[config.mk]
export PLATFORM = sky130hd
export DESIGN_NAME = mem_arbiter
export DESIGN_NICKNAME = d
export VERILOG_FILES = /design/src/rtl/mem_arb_pkg.sv /design/src/rtl/arb_rr2.sv /design/src/rtl/mem_arbiter.sv
export SDC_FILE = /design/constraint.sdc
export NUM_CORES = 1
export LEC_CHECK = 0
export ABC_AREA = 1
export BUFFER_PORTS_ARGS = -buffer_cell sky130_fd_sc_hd__buf_4
export CAP_MARGIN = 20
export CORE_AREA = 2 2 304 306
export CTS_CLUSTER_DIAMETER = 80
export CTS_CLUSTER_SIZE = 20
export DETAILED_ROUTE_END_ITERATION = 8
export DIE_AREA = 0 0 306 308
export GPL_TIMING_DRIVEN = 0
export HOLD_SLACK_MARGIN = 0.03
export PLACE_DENSITY = 0.3
export SLEW_MARGIN = 20
export SYNTH_ARGS = -nofsm -noshare
export SYNTH_HDL_FRONTEND = slang
export SYNTH_HIERARCHICAL = 1
export SYNTH_SLANG_ARGS = --single-unit
[constraint.sdc]
create_clock -name clk -period 1.6 [get_ports clk]
set_input_delay 0.16 -clock clk [delete_from_list [all_inputs] [get_ports clk]]
set_output_delay 0.16 -clock clk [all_outputs]
set_load 0.005 [all_outputs]
[src/rtl/mem_arb_pkg.sv]
// Shared encodings for the memory-port arbiter: FSM state and transaction owner.
package mem_arb_pkg;

    typedef enum logic [1:0] {
        ST_IDLE  = 2'd0,
        ST_REQ   = 2'd1,
        ST_WDATA = 2'd2,
        ST_RESP  = 2'd3
    } arb_state_t;

    typedef enum logic {
        OWN_I = 1'b0,
        OWN_D = 1'b1
    } owner_t;

endpackage

[src/rtl/arb_rr2.sv]
// Two-request picker holding the round-robin 'last' register.
// Defining MEM_ARB_DCACHE_PRIORITY_EN makes the D-cache win every tie.
module arb_rr2
    import mem_arb_pkg::*;
(
    input  logic   clk,
    input  logic   reset,
    input  logic   ic_val,
    input  logic   dc_val,
    input  logic   done,
    input  owner_t served,
    output owner_t grant
);

    owner_t last_reg;

    // After reset 'last' points at D so the I-cache wins the first tie.
    always_ff @(posedge clk) begin
        if (reset) begin
            last_reg <= OWN_D;
        end else if (done) begin
            last_reg <= served;
        end
    end

    always_comb begin
        grant = OWN_I;
        if (ic_val && dc_val) begin
`ifdef MEM_ARB_DCACHE_PRIORITY_EN
            grant = OWN_D;
`else
            grant = (last_reg == OWN_D) ? OWN_I : OWN_D;
`endif
        end else if (dc_val) begin
            grant = OWN_D;
        end
    end

endmodule

[src/rtl/mem_arbiter.sv]
// Shares the single memory port between I-cache and D-cache, one locked transaction
// at a time. Build option: MEM_ARB_DCACHE_PRIORITY_EN (fixed D-cache priority).
module mem_arbiter
    import mem_arb_pkg::*;
#(
    parameter int ADDR_BITS       = 28,
    parameter int MEM_DATA_BITS   = 128,
    parameter int MEM_DATA_CYCLES = 4
)(
    input  logic                       clk,
    input  logic                       reset,
    input  logic                       ic_req_val,
    output logic                       ic_req_rdy,
    input  logic [ADDR_BITS-1:0]       ic_req_addr,
    output logic                       ic_resp_val,
    output logic                       ic_resp_nack,
    output logic [MEM_DATA_BITS-1:0]   ic_resp_data,
    input  logic                       dc_req_val,
    input  logic                       dc_req_rw,
    output logic                       dc_req_rdy,
    input  logic [ADDR_BITS-1:0]       dc_req_addr,
    input  logic                       dc_req_data_valid,
    output logic                       dc_req_data_ready,
    input  logic [MEM_DATA_BITS-1:0]   dc_req_data_bits,
    input  logic [MEM_DATA_BITS/8-1:0] dc_req_data_mask,
    input  logic [1:0]                 dc_req_data_offset,
    output logic                       dc_resp_val,
    output logic                       dc_resp_nack,
    output logic [MEM_DATA_BITS-1:0]   dc_resp_data,
    output logic                       mem_req_val,
    input  logic                       mem_req_rdy,
    output logic                       mem_req_rw,
    output logic [ADDR_BITS-1:0]       mem_req_addr,
    output logic                       mem_req_data_valid,
    input  logic                       mem_req_data_ready,
    output logic [MEM_DATA_BITS-1:0]   mem_req_data_bits,
    output logic [MEM_DATA_BITS/8-1:0] mem_req_data_mask,
    output logic [1:0]                 mem_req_data_offset,
    input  logic                       mem_resp_val,
    input  logic                       mem_resp_nack,
    input  logic [MEM_DATA_BITS-1:0]   mem_resp_data
);

    localparam int CNT_BITS = $clog2(MEM_DATA_CYCLES);

    arb_state_t           state_reg;
    owner_t               owner_reg;
    logic [CNT_BITS-1:0]  cnt_reg;
    logic [ADDR_BITS-1:0] addr_reg;
    logic                 rw_reg;

    owner_t               grant;
    logic                 any_req;
    logic                 last_beat;
    logic                 done;
    logic [ADDR_BITS-1:0] sel_addr;
    logic                 sel_rw;

    assign any_req   = ic_req_val | dc_req_val;
    assign sel_addr  = (grant == OWN_D) ? dc_req_addr : ic_req_addr;
    assign sel_rw    = (grant == OWN_D) && dc_req_rw;
    assign last_beat = (cnt_reg == {CNT_BITS{1'b1}});
    assign done      = ((state_reg == ST_WDATA) && mem_req_data_ready) ||
                       ((state_reg == ST_RESP) && mem_resp_val && !mem_resp_nack && last_beat);

    arb_rr2 u_arb (
        .clk    (clk),
        .reset  (reset),
        .ic_val (ic_req_val),
        .dc_val (dc_req_val),
        .done   (done),
        .served (owner_reg),
        .grant  (grant)
    );

    // The request is captured at grant so a stalled REQ keeps forwarding it unchanged.
    always_ff @(posedge clk) begin
        if (reset) begin
            state_reg <= ST_IDLE;
            owner_reg <= OWN_I;
            cnt_reg   <= '0;
            addr_reg  <= '0;
            rw_reg    <= 1'b0;
        end else begin
            case (state_reg)
                ST_IDLE: begin
                    if (any_req) begin
                        owner_reg <= grant;
                        addr_reg  <= sel_addr;
                        rw_reg    <= sel_rw;
                        if (mem_req_rdy) begin
                            state_reg <= sel_rw ? ST_WDATA : ST_RESP;
                        end else begin
                            state_reg <= ST_REQ;
                        end
                    end
                end
                ST_REQ: begin
                    if (mem_req_rdy) begin
                        state_reg <= rw_reg ? ST_WDATA : ST_RESP;
                    end
                end
                ST_WDATA: begin
                    if (mem_req_data_ready) begin
                        state_reg <= ST_IDLE;
                    end
                end
                ST_RESP: begin
                    // A nack restarts the refill from beat 0 with the same owner.
                    if (mem_resp_nack) begin
                        state_reg <= ST_REQ;
                        cnt_reg   <= '0;
                    end else if (mem_resp_val) begin
                        cnt_reg <= cnt_reg + 1'b1;
                        if (last_beat) begin
                            state_reg <= ST_IDLE;
                        end
                    end
                end
                default: state_reg <= ST_IDLE;
            endcase
        end
    end

    always_comb begin
        mem_req_val         = 1'b0;
        mem_req_rw          = 1'b0;
        mem_req_addr        = '0;
        mem_req_data_valid  = 1'b0;
        mem_req_data_bits   = '0;
        mem_req_data_mask   = '0;
        mem_req_data_offset = '0;
        ic_req_rdy          = 1'b0;
        dc_req_rdy          = 1'b0;
        dc_req_data_ready   = 1'b0;
        ic_resp_val         = 1'b0;
        ic_resp_nack        = 1'b0;
        dc_resp_val         = 1'b0;
        dc_resp_nack        = 1'b0;
        if (!reset) begin
            case (state_reg)
                ST_IDLE: begin
                    if (any_req) begin
                        mem_req_val  = 1'b1;
                        mem_req_rw   = sel_rw;
                        mem_req_addr = sel_addr;
                        ic_req_rdy   = mem_req_rdy && (grant == OWN_I);
                        dc_req_rdy   = mem_req_rdy && (grant == OWN_D);
                    end
                end
                ST_REQ: begin
                    mem_req_val  = 1'b1;
                    mem_req_rw   = rw_reg;
                    mem_req_addr = addr_reg;
                    ic_req_rdy   = mem_req_rdy && (owner_reg == OWN_I);
                    dc_req_rdy   = mem_req_rdy && (owner_reg == OWN_D);
                end
                ST_WDATA: begin
                    mem_req_data_valid  = dc_req_data_valid;
                    mem_req_data_bits   = dc_req_data_bits;
                    mem_req_data_mask   = dc_req_data_mask;
                    mem_req_data_offset = dc_req_data_offset;
                    dc_req_data_ready   = mem_req_data_ready;
                end
                ST_RESP: begin
                    ic_resp_val  = mem_resp_val  && (owner_reg == OWN_I);
                    dc_resp_val  = mem_resp_val  && (owner_reg == OWN_D);
                    ic_resp_nack = mem_resp_nack && (owner_reg == OWN_I);
                    dc_resp_nack = mem_resp_nack && (owner_reg == OWN_D);
                end
                default: ;
            endcase
        end
    end

    assign ic_resp_data = mem_resp_data;
    assign dc_resp_data = mem_resp_data;

endmodule

==> flow_summary.toml <==
[run_status]
outcome = "finished with violations"
failed_checks = "negative setup slack"

[route]
viasPerCell = 2.83
drtIter0Drc = 203
dr.pass1.iters = 4
routed_wirelength_mm = 54.8
wire_per_inst_um = 19.4
drc = 0
ant_nets = 0
vias = 7993

[synth]
syn_inst = 923
synthXorXnorAreaFrac_pct = 0
ys_top_cells_by_area = "buf_4, nand2_1, dfxtp_1"
ys_warn_count = 6
synthesis.area_sq_um = 5170
synth-edff-count = 0
synth_cell_types = 19
synthMuxAreaShare_pct = 0
post_synth_and_or_nand_nor_area_fraction_pct = 27.0
synth_top_family_by_area = "buffers and inverters"
synth-compound-area-share_pct = 6.72
synth.cells.most_frequent = "buf_4, nand2_1, inv_1, nor2_1, a21oi_1"
synthAdderAreaFrac_pct = 0.242
synth_most_common_cell = "buf_4"
synth_area_per_cell_sq_um = 5.60
ys_ff_latch = 35
synthesis.nets = 1264
yosysSeqAreaShare_pct = 13.5
synth_flop_cell = "dfxtp_1"
synth_top_area_share_pct = 37.6
synth_top_area_cell = "buf_4"
synthArstFlopShare_pct = 0

[power_and_ir_drop]
p_clk_share_pct = 16.1
p_comb_share_pct = 67.4
irDropWorstVdd_mv = 0.444
internal_power_uw = 3940
power.switching_uw = 2360
p_seq_share_pct = 16.5
power.leakage_uw = 0.00741
switching_share_pct = 37.5
power.density_nw_per_um2 = 422

[critical_path]
crit_buf_inv = 4
critical-path-top-delay-family = "buffers and inverters"
path_class = "reg -> out"
r2r_slack_ns = 0.04
crit_end = "mem_req_addr[16]"
worstRegToRegCells = 10
arrival_ns = 1.68
crit_cells = 9
cpMaxStageDelayCell = "dfxtp_2"
cp-startpoint = "u_arb/last_reg"
start_kind = "flop"
max_stage_delay_ns = 0.34
endpoint_kind = "output pin"
crit_path_frequent_cell = "nand2_2"
reg2reg_from = "u_arb/last_reg"
cp_cell_sequence = "a21boi_4 -> inv_2 -> buf_8 -> buf_12 -> nand2_2 -> nand2_2 -> nand2_2 -> a21oi_2 -> buf_4"
required_ns = 1.44
crit_path_max_fanout = 5
rr_endpoint = "addr_reg[16]"

[cts]
clockBufferDepth = 2
path_clk_slew_ns = 0.06
cts_buffers = 5
ctsRootBufferMaster = "clkbuf_16"
cts.sinks = 35
insertion_delay_ns = 0.29
htree_levels = 2
cts_tree = "built"

[floorplanning]
design.core.area_sq_um = 91000
pin_count = 780
start_util_pct = 5.69
rows = 111
die_area_sq_um = 94200
die_h_um = 308
die_w_um = 306

[placement]
placed_cells = 2760
globalplace.congestion = 0.819
port_buffers = 651
place_worst_setup_slack_ns = -0.693
hpwl_mm = 48.3

[global_routing]
antenna_found_initial = 5
track_usage_pct = 10.7
gr-total-overflow = 0
grt_pass1_wl_mm = 70.0
grt_max_degree = 11
grt_pass1_vias = 8281

[finish]
areaGrowthSynthToFinish_pct = 188
nNetsFinal = 1978
fillers = 10500
final_layout_size_suffix_gt1_share_pct = 76.7
largest_reg_flops = 28
final_core_util_pct = 16.4
final_cells = 2824

[sta]
setup_ws_ns = -0.239
setup_viol = 169
period_needed_ns = 1.84
setup_tns_ns = -20.01
worst_pin_slew_ns = 0.732
hold_violations = 0
fmax_ghz = 0.544
fin_skew_ns = 0.00555
relSlewSlack_pct = 51.2
holdWs_ns = 0.125
rsz0062_at_grt = "true"
final.period_utilization_pct = 115
slew_viol_final = 0

[hold_path]
hold_class = "in -> reg"

[run]
cap_violations = 0
-- routing by layer --
layer	global-route usage, %	up-vias	wire length [um]
met5	0	-	49
met4	2.63	8	1350
met3	3.23	40	4560
met2	18.3	397	26700
met1	13.0	3698	22100
li1	-	3850	-
-- layout by cell type, fill, tap and decap left out, types with 6 or more instances in the layout --
cell,Yosys,layout
buf_16,0,6
a21oi_2,0,22
nand2_4,0,15
nand2_1,194,131
clkbuf_16,0,8
buf_12,0,30
nor2_1,158,13
inv_1,158,156
nand2_2,0,48
nor2_4,0,143
dfxtp_1,35,31
buf_4,259,784
buf_6,2,156
a21oi_1,62,35
buf_8,0,12
-- worst min-delay path, stage by stage --
cell	delay, ns
buf_4	0.11
inv_1	0.04
nand3_1	0.07
-- kinds of logic after synthesis --
group                    count (synthesis)
buffers and inverters                  454
AND/OR/NAND/NOR                        366
adder cells (fa/ha/maj)                  1
flip-flops                              35
AO/OA/AOI/OAI                           67
-- power groups by stage --
stage	clock [uW]	sequential (uW)	combinational, uW
6_report	1010	1040	4240
4_1_cts	1060	1040	4010
3_5_place_dp	0	1040	3070
5_1_grt	1070	1050	4550
3_3_place_gp	0	1040	3080
2_1_floorplan	0	1030	1260
-- worst min path at each step --
stage / start / endpoint / depth (start not counted)
after global routing: reset / u_arb/last_reg / 3
after detailed placement: reset / u_arb/last_reg / 3
after floorplan: reset / u_arb/last_reg / 2
after CTS: reset / u_arb/last_reg / 3
final: reset / u_arb/last_reg / 3
after global placement: reset / u_arb/last_reg / 3
-- final cells by class --
type / instances / area, sq um / share of cell area (%)
clock inverter: 1 / 5.00 / 0.0336
inverter: 160 / 603 / 4.05
timing repair buffer: 712 / 6350 / 42.6
tap: 1186 / 1480 / 9.96
antenna: 1 / 2.50 / 0.0168
sequential: 35 / 711 / 4.77
buffer: 289 / 2360 / 15.8
clock buffer: 6 / 139 / 0.932
multi-input combinational: 434 / 3250 / 21.8
-- per-stage QoR --
| stage | total power [uW] | area, sq um |
|---|---|---|
| 2_1_floorplan | 2290 | 5170 |
| 3_3_place_gp | 4120 | 11500 |
| 3_5_place_dp | 4110 | 11500 |
| 4_1_cts | 6100 | 14100 |
| 5_1_grt | 6670 | 14900 |
| 6_report | 6290 | 14900 |
-- repair_timing --
action	CTS	global route
pin swaps	13	46
endpoints found under the setup margin	198	183
gates cloned	16	2
setup buffers	28	26
resized for setup	484	237
hold buffers	0	0
No activity file was read; power rests on OpenSTA's default activity.
